<file path="src/rtl/slave_msg_pkg.sv">
// Shared constants and types for the slave message frame parser.
// The optional checksum stage is selected by defining SLAVE_MSG_CHECKSUM_EN.
package slave_msg_pkg;

    localparam int BYTE_W  = 8;
    localparam int FIELD_W = 16;

    localparam logic [BYTE_W-1:0] HDR_BYTE0 = 8'h55;
    localparam logic [BYTE_W-1:0] HDR_BYTE1 = 8'hAA;

    localparam logic [1:0] ERR_NONE    = 2'd0;
    localparam logic [1:0] ERR_CSUM    = 2'd1;
    localparam logic [1:0] ERR_LEN     = 2'd2;
    localparam logic [1:0] ERR_TIMEOUT = 2'd3;

    typedef enum logic [2:0] {
        ST_HUNT_H0,
        ST_HUNT_H1,
        ST_CMD_H,
        ST_CMD_L,
        ST_LEN_H,
        ST_LEN_L,
        ST_PAYLOAD,
        ST_CSUM
    } parser_state_t;

endpackage

</file>
<file path="src/rtl/slave_msg_parser_sat_cnt16.sv">
// 16-bit event counter that sticks at 0xFFFF instead of wrapping.
module sat_cnt16 (
    input  logic        clk,
    input  logic        rst_n,
    input  logic        inc,
    output logic [15:0] count
);

    always_ff @(posedge clk or negedge rst_n) begin
        if (!rst_n) begin
            count <= 16'd0;
        end else if (inc && (count != 16'hFFFF)) begin
            count <= count + 16'd1;
        end
    end

endmodule

</file>
<file path="src/rtl/slave_msg_parser.sv">
// Frame parser for the SLAVE_MSG_RX byte stream: header hunt, field capture, payload forwarding.
// Define SLAVE_MSG_CHECKSUM_EN to expect and verify a trailing checksum byte.
module slave_msg_parser
    import slave_msg_pkg::*;
#(
    parameter int MAX_LEN     = 1024,
    parameter int TIMEOUT_CYC = 65535
) (
    input  logic                clk_sys_i,
    input  logic                rst_n_i,
    input  logic                rd_data_vld_i,
    input  logic [BYTE_W-1:0]   rd_data_i,
    output logic                msg_start_o,
    output logic [FIELD_W-1:0]  msg_cmd_o,
    output logic [FIELD_W-1:0]  msg_len_o,
    output logic                msg_data_vld_o,
    output logic [BYTE_W-1:0]   msg_data_o,
    output logic                msg_data_last_o,
    output logic                msg_done_o,
    output logic                msg_err_o,
    output logic [1:0]          err_code_o,
    output logic [FIELD_W-1:0]  frame_cnt_o,
    output logic [FIELD_W-1:0]  err_cnt_o
);

    localparam logic [FIELD_W-1:0] MAX_LEN_W   = FIELD_W'(MAX_LEN);
    localparam logic [FIELD_W-1:0] TIMEOUT_M1  = FIELD_W'(TIMEOUT_CYC - 1);

    parser_state_t       state;
    logic [BYTE_W-1:0]   cmd_h;
    logic [BYTE_W-1:0]   len_h;
    logic [FIELD_W-1:0]  cmd_shadow;
    logic [FIELD_W-1:0]  remaining;
    logic [FIELD_W-1:0]  idle_cnt;
    logic [FIELD_W-1:0]  len_full;
    logic                timeout_hit;
`ifdef SLAVE_MSG_CHECKSUM_EN
    logic [BYTE_W-1:0]   csum;
`endif

    assign len_full = {len_h, rd_data_i};

    // A byte on the expiry cycle takes priority, so only idle cycles can time out.
    assign timeout_hit = !rd_data_vld_i && (state != ST_HUNT_H0) && (idle_cnt == TIMEOUT_M1);

    always_ff @(posedge clk_sys_i or negedge rst_n_i) begin
        if (!rst_n_i) begin
            state           <= ST_HUNT_H0;
            cmd_h           <= '0;
            len_h           <= '0;
            cmd_shadow      <= '0;
            remaining       <= '0;
            idle_cnt        <= '0;
`ifdef SLAVE_MSG_CHECKSUM_EN
            csum            <= '0;
`endif
            msg_start_o     <= 1'b0;
            msg_cmd_o       <= '0;
            msg_len_o       <= '0;
            msg_data_vld_o  <= 1'b0;
            msg_data_o      <= '0;
            msg_data_last_o <= 1'b0;
            msg_done_o      <= 1'b0;
            msg_err_o       <= 1'b0;
            err_code_o      <= ERR_NONE;
        end else begin
            msg_start_o     <= 1'b0;
            msg_data_vld_o  <= 1'b0;
            msg_data_last_o <= 1'b0;
            msg_done_o      <= 1'b0;
            msg_err_o       <= 1'b0;

            if (rd_data_vld_i || (state == ST_HUNT_H0) || timeout_hit) begin
                idle_cnt <= '0;
            end else begin
                idle_cnt <= idle_cnt + 16'd1;
            end

            if (timeout_hit) begin
                msg_err_o  <= 1'b1;
                err_code_o <= ERR_TIMEOUT;
                state      <= ST_HUNT_H0;
            end else if (rd_data_vld_i) begin
`ifdef SLAVE_MSG_CHECKSUM_EN
                if (state inside {ST_CMD_H, ST_CMD_L, ST_LEN_H, ST_LEN_L, ST_PAYLOAD}) begin
                    csum <= csum + rd_data_i;
                end
`endif
                case (state)
                    ST_HUNT_H0: begin
                        if (rd_data_i == HDR_BYTE0) state <= ST_HUNT_H1;
                    end
                    ST_HUNT_H1: begin
                        if (rd_data_i == HDR_BYTE1) begin
                            state <= ST_CMD_H;
`ifdef SLAVE_MSG_CHECKSUM_EN
                            csum  <= '0;
`endif
                        end else if (rd_data_i != HDR_BYTE0) begin
                            state <= ST_HUNT_H0;
                        end
                    end
                    ST_CMD_H: begin
                        cmd_h <= rd_data_i;
                        state <= ST_CMD_L;
                    end
                    ST_CMD_L: begin
                        cmd_shadow <= {cmd_h, rd_data_i};
                        state      <= ST_LEN_H;
                    end
                    ST_LEN_H: begin
                        len_h <= rd_data_i;
                        state <= ST_LEN_L;
                    end
                    ST_LEN_L: begin
                        if (len_full > MAX_LEN_W) begin
                            msg_err_o  <= 1'b1;
                            err_code_o <= ERR_LEN;
                            state      <= ST_HUNT_H0;
                        end else begin
                            msg_start_o <= 1'b1;
                            msg_cmd_o   <= cmd_shadow;
                            msg_len_o   <= len_full;
                            remaining   <= len_full;
                            if (len_full != 16'd0) begin
                                state <= ST_PAYLOAD;
                            end else begin
`ifdef SLAVE_MSG_CHECKSUM_EN
                                state <= ST_CSUM;
`else
                                msg_done_o <= 1'b1;
                                state      <= ST_HUNT_H0;
`endif
                            end
                        end
                    end
                    ST_PAYLOAD: begin
                        msg_data_vld_o <= 1'b1;
                        msg_data_o     <= rd_data_i;
                        remaining      <= remaining - 16'd1;
                        if (remaining == 16'd1) begin
                            msg_data_last_o <= 1'b1;
`ifdef SLAVE_MSG_CHECKSUM_EN
                            state <= ST_CSUM;
`else
                            msg_done_o <= 1'b1;
                            state      <= ST_HUNT_H0;
`endif
                        end
                    end
`ifdef SLAVE_MSG_CHECKSUM_EN
                    ST_CSUM: begin
                        if (rd_data_i == csum) begin
                            msg_done_o <= 1'b1;
                        end else begin
                            msg_err_o  <= 1'b1;
                            err_code_o <= ERR_CSUM;
                        end
                        state <= ST_HUNT_H0;
                    end
`endif
                    default: state <= ST_HUNT_H0;
                endcase
            end
        end
    end

    // Counters follow the registered pulses, so they step one cycle after done/err.
    sat_cnt16 u_frame_cnt (
        .clk   (clk_sys_i),
        .rst_n (rst_n_i),
        .inc   (msg_done_o),
        .count (frame_cnt_o)
    );

    sat_cnt16 u_err_cnt (
        .clk   (clk_sys_i),
        .rst_n (rst_n_i),
        .inc   (msg_err_o),
        .count (err_cnt_o)
    );

endmodule

</file>
<file path="config.mk">
export PLATFORM = sky130hd
export DESIGN_NAME = slave_msg_parser
export DESIGN_NICKNAME = d
export VERILOG_FILES = /design/src/rtl/slave_msg_pkg.sv /design/src/rtl/slave_msg_parser_sat_cnt16.sv /design/src/rtl/slave_msg_parser.sv
export SDC_FILE = /design/constraint.sdc
export NUM_CORES = 1
export LEC_CHECK = 0
export CORE_UTILIZATION = 50
export CTS_CLUSTER_SIZE = 10
export DETAILED_ROUTE_END_ITERATION = 7
export GPL_TIMING_DRIVEN = 0
export PLACE_DENSITY = 0.8
export SYNTH_ARGS = -nofsm -noshare
export SYNTH_HDL_FRONTEND = slang
export SYNTH_SLANG_ARGS = --single-unit
</file>
<file path="constraint.sdc">
create_clock -name clk_sys_i -period 1.89 [get_ports clk_sys_i]
set_clock_uncertainty 0.2 [all_clocks]
set_input_delay 0.378 -clock clk_sys_i [delete_from_list [all_inputs] [get_ports clk_sys_i]]
set_output_delay 0.378 -clock clk_sys_i [all_outputs]
set_load 0.02 [all_outputs]
</file>
# == Word level (Yosys, flattened, before mapping) ==
# Index checks and enable logic that the tools add are counted.
# Widths: inputs -> output; s select.
# totals
out_inout_bits,79
reg_bits,146
word_cells,99
input_bits,11
# classes
eq_ne,17
muxes,36
n_lt_le_gt_ge,1
bitwise,2
n_addsub,4
n_reduce_logical,22
# op_table
cell,count
$add 16x1->16 const B,3
$mux 16,2
$ne 16x16->1 const B,2
$pmux 16 s2,1
$mux 3,8
$pmux 3 s7,1
$mux 1,19
$eq 16x1->1 const B,1
$eq 16x16->1 const B,1
$gt 16x11->1 const B,1
$reduce_bool 16->1,1
$sub 16x1->16 const B,1
$reduce_and 3->1,5
$reduce_and 4->1,3
$eq 3x3->1 const B,3
$eq 8x7->1 const B,1
$eq 8x8->1 const B,1
$mux 2,4
$ne 8x7->1 const B,1
$reduce_bool 2->1,4
$eq 3x2->1 const B,2
$logic_and 1x1->1,4
$ne 4x4->1 const B,1
$eq 3x1->1 const B,1
9 further kinds,11

# == Depth between registers and ports, before layout ==
# logic_depth
word_depth,6
ltp_mapped,7
mapped_depth_nobuf,7

# == Cells and area by module ==
# From an unflattened synthesis, not the netlist that was laid out.
# hier_totals
hier_cells,620
hier_area_um2,6816.5
# by_module_without_submodules
mod,cells_per_inst,area_per_inst_um2,seq_area_each_um2,n_inst
slave_msg_parser,476,5097.4,2852.7,1
sat_cnt16,72,859.6,400.4,2

# == Worst setup path before layout ==
# Ideal clock, no wire load.
# synth_timing
path_kind,register -> register
startpoint,register u_frame_cnt.count[0]
endpoint,register u_frame_cnt.count[1]
synth_period_minus_slack_ns,2.062
required_ns,1.565
t_arrival_ns,1.738
setup_slack_ns,-0.172
setup_ns,0.125
path_stages_with_launch,5
cell_sequence,dfrtp_1 > ha_1 > and3_1 > a41oi_1 > mux2_2
# synth_between
elab_chain_cells,2
elab_cells_between_ends,3
# synth_rtl
element,line,rtl
from (decl),slave_msg_parser_sat_cnt16.sv:6,output logic [15:0] count
from (signal assigned),slave_msg_parser_sat_cnt16.sv:13,count <= count + 16'd1;
branches (longest 2 deep; another with $add 16x1->16),-,
# Several ways; the timed one is not identified.
# A chain may end at the register's enable or synchronous reset.

# == Worst setup path after layout ==
# layout_timing
startpoint,register len_h[6]
endpoint,register msg_len_o[5]
# layout_between
elab_chain_cells,3
# layout_rtl
element,line,rtl
from (decl),slave_msg_parser.sv:31,logic [BYTE_W-1:0] len_h;
from (signal assigned),slave_msg_parser.sv:112,len_h <= rd_data_i;
$gt 16x11->1,slave_msg_parser.sv:116,if (len_full > MAX_LEN_W) begin
$not 1->1 (no source line),-,
$reduce_and 4->1 (no source line),-,
to (signal assigned),slave_msg_parser.sv:123,msg_len_o <= len_full;
to (decl),slave_msg_parser.sv:15,"output logic [FIELD_W-1:0] msg_len_o,"
# Every way passes these cells.

==> metrics.md <==
| Metric | Value |
|---|---|
| Critical Path Source Type | `flip-flop` |
| PwrDens | `1220 nW/um^2` |
| Placed instance count | `829` |
| Worst Max-Slew Pin Slew | `655 ps` |
| CTS tree | `done` |
| Yosys reg bits | `146` |
| Die ar. | `13700 sq um` |
| CP max FO | `5` |
| Hold violation count in the final report | `0` |
| Max-slew headroom | `56.3%` |
| Sum of routed wire length over all layers | `17400 microns` |
| Max cap viols | `0` |
| Global-route usage over all layers | `26.4%` |
| Total number of H-tree levels | `4` |
| Boundary Pins | `90` |
| RePlAce Congestion | `0.881` |
| Vias/cell | `5.88` |
| Largest net degree at the start of global routing | `76` |
| Fmax | `456 MHz` |
| Final WS setup | `-302 ps` |
| Clock Tree Root | `clkbuf_16` |
| Crit Path Class | `reg -> reg` |
| Slew Viols, Final | `0` |
| Avg Cell Area, Syn | `11.6 sq um` |
| DR DRC count | `0` |
| Cts bufs inserted | `17` |
| Clock buffer depth | `2` |
| Clk pin slew, worst setup/hold paths | `60 ps` |
| Post-Syn Area | `6620 sq um` |
| Layout area overhead | `40.3%` |
| First-pass GRT wire length | `26800 microns` |
| Synth Net Count | `589` |
| R2r worst-path depth | `7` |
| Register area | `3660 sq um` |
| FP Rows | `41` |
| RSZ-0062 raised after global routing | `true` |
| Core ar. | `12800 sq um` |
| Final antenna diode count | `0` |
| CTS Sinks | `146` |
| Placement Cell Area | `7780 sq um` |
| Setup_tns | `-10960 ps` |
| Area contributors post-synth | `dfrtp_1 (55%), mux2_2 (5.4%), mux2_4 (5.0%)` |
| Synth async-reset ratio | `100%` |
| Failing checks | `negative setup slack` |
| Minimum clock period | `2190 ps` |
| Fill count | `784` |
| Clk_lat worst skew | `430 ps` |
| ANT nets after route | `0` |
| Synth warn | `0` |
| Drt first pass iters | `5` |
| Status | `finished, violations left` |
| Crit-path max cell delay | `410 ps` |
| Port-buffer cells | `84` |
| Crit. End Element | `flip-flop` |
| Pre-CTS setup slack | `-1040 ps` |
| Cell count after synthesis | `572` |
| Crit Reg-Reg Startpoint | `len_h[6]$_DFFE_PN0P_` |
| Area of the multi-input gates | `3280 sq um` |
| CP arrival | `2300 ps` |
| Worst EP required | `2000 ps` |
| Maximum VDD drop | `0.924 mV` |
| Leakage | `4.50 nW` |
| Ys flop type | `dfrtp_1` |
| Fin cells | `911` |
| Routed vias | `5355` |
| Crit-path cells | `nor4_4 > buf_4 > and2_4 > nand4_4 > buf_6 > buf_12 > mux2_4` |
| Post-synthesis sequential area ratio | `55.2%` |
| Tcrit/Tclk final | `116%` |
| Die width | `117 microns` |
| Final core utilization | `72.7%` |
| Final Setup Violations | `52` |
| Netlist cell types | `57` |
| Antenna violations before repair | `0` |
| DRT iter0 DRCs | `420` |
| HP Class | `in -> reg` |
| Remaining global-route overflow | `0` |
| Vias in the first global route | `5383` |
| Die Y | `117 microns` |
| Design area | `9290 sq um` |
| Area leader, netlist | `dfrtp_1` |
| Crit path capture | `msg_len_o[5]$_DFFE_PN0P_` |
| Slowest CP cell | `dfrtp_1` |
| Routed len/inst | `19.1 microns` |
| Initial Utilization | `51.8%` |
| Share of cells above drive strength 1 | `34.0%` |
| Register-to-register setup slack | `-300 ps` |
| Worst Setup SP | `len_h[6]$_DFFE_PN0P_` |
| Post-synth EDFFs | `0` |
| Final Net Count | `743` |
| Reg2reg end | `msg_len_o[5]$_DFFE_PN0P_` |
| Hpwl dp | `9920 microns` |
| Post-synth top area share | `55.2%` |
[flip-flops by register name, summed over array words and instances, names as in the netlist]
register and cells:
idle_cnt 16, msg_len_o 16, msg_data_vld_o 1, u_err_cnt.count 16, err_code_o 2, msg_done_o 1
u_frame_cnt.count 16, remaining 16, msg_err_o 1, msg_data_last_o 1, state 3, msg_cmd_o 16
len_h 8, cmd_h 8, msg_start_o 1, cmd_shadow 16, msg_data_o 8
[synth_stat cells (all sizes together), types with 12 or more instances]
library cell    n
a21oi          16
buf            12
clkbuf         14
dfrtp         146
inv            13
mux2           58
nand2          63
nand3          30
nand4          15
nor2           35
nor3           16
o21ai          13
xnor2          27
xor2           15
[how the worst min path moves through the flow]
| stage | startpoint | to | slack, ps | cells after the start |
|---|---|---|---|---|
| after detailed placement | rst_n_i | u_err_cnt.count[8]$_DFFE_PN0P_ | 230 | 1 |
| after floorplan | rst_n_i | cmd_h[0]$_DFFE_PN0P_ | -120 | 0 |
| after global routing | rd_data_i[3] | msg_data_o[3]$_DFFE_PN0P_ | 30 | 3 |
| after global placement | idle_cnt[0]$_DFF_PN0_ | idle_cnt[0]$_DFF_PN0_ | 260 | 1 |
| final | rd_data_i[3] | msg_data_o[3]$_DFFE_PN0P_ | 40 | 3 |
| after CTS | rd_data_i[3] | msg_data_o[3]$_DFFE_PN0P_ | 30 | 3 |
[layer usage]
| metal | track usage, % | share of wire, % | vias to the layer above |
|---|---|---|---|
| met2 | 44.0 | 51 | 247 |
| met4 | 14.9 | 4.0 | 0 |
| met5 | 0 | 0 | - |
| met3 | 6.59 | 5.5 | 64 |
| met1 | 31.4 | 40 | 2691 |
| li1 | - | - | 2353 |
[through the flow]
stage	hold slack [ps]	power, mW
2_1_floorplan	-118	6.22
3_3_place_gp	257	7.12
3_5_place_dp	231	7.28
4_1_cts	25.5	10.8
5_1_grt	30.0	11.8
6_report	37.0	11.3
[critical path, delay by kind of cell (launching register included)]
family        cells  cell delay, ps
simple gates      3             630
buf+inv           3             540
mux               1             300
flops             1             410
[placed cells by master, fill, tap and decap left out, types with 8 or more instances in the layout]
cell	n
xor2_1	14
nand4_1	14
buf_6	14
buf_4	37
nand2_1	58
xnor2_1	26
mux2_2	32
a21oi_2	9
nand3_1	28
dfrtp_1	139
dlygate4sd2_1	78
and3_1	8
o21ai_0	10
clkbuf_16	18
inv_1	11
nor2_1	31
mux2_4	26
[kinds of logic (layout without fill, tap and decap cells)]
group                    count (synthesis)  in the layout  synth area share [%]
adder cells (fa/ha/maj)                  6              6                  1.13
AND/OR/NAND/NOR                        211            211                  17.0
buffers and inverters                   39            206                  2.63
multiplexers                            60             60                  11.4
flip-flops                             146            146                  55.2
XOR/XNOR                                42             42                  5.56
AO/OA/AOI/OAI                           68             68                  7.05
[report_power, final]
part / switching [mW] / internal (mW) / total (mW)
Combinational: 1.76 / 1.60 / 3.36
Sequential: 0.709 / 3.90 / 4.61
Clock: 1.37 / 1.99 / 3.37
[timing repair]
| item | 4_1_cts | 5_1_grt |
|---|---|---|
| endpoints found under the setup margin | 196 | 94 |
| gates resized for setup | 164 | 67 |
| pin swaps | 15 | 25 |
| hold buffers | 1 | 0 |
| endpoints found under the hold margin | 71 | 0 |
| gates cloned | 5 | 0 |
| buffers inserted | 30 | 20 |
[cell type report]
type                    count  area share, %
well taps                 172           2.32
plain buffers              23           2.10
inverters                  13          0.525
clock buffers              19           4.77
clock inverters            13           1.63
multi-input cells         387           35.3
flip-flops and latches    146           39.4
repair buffers            138           14.0
Power figures use the tool's default switching activity.
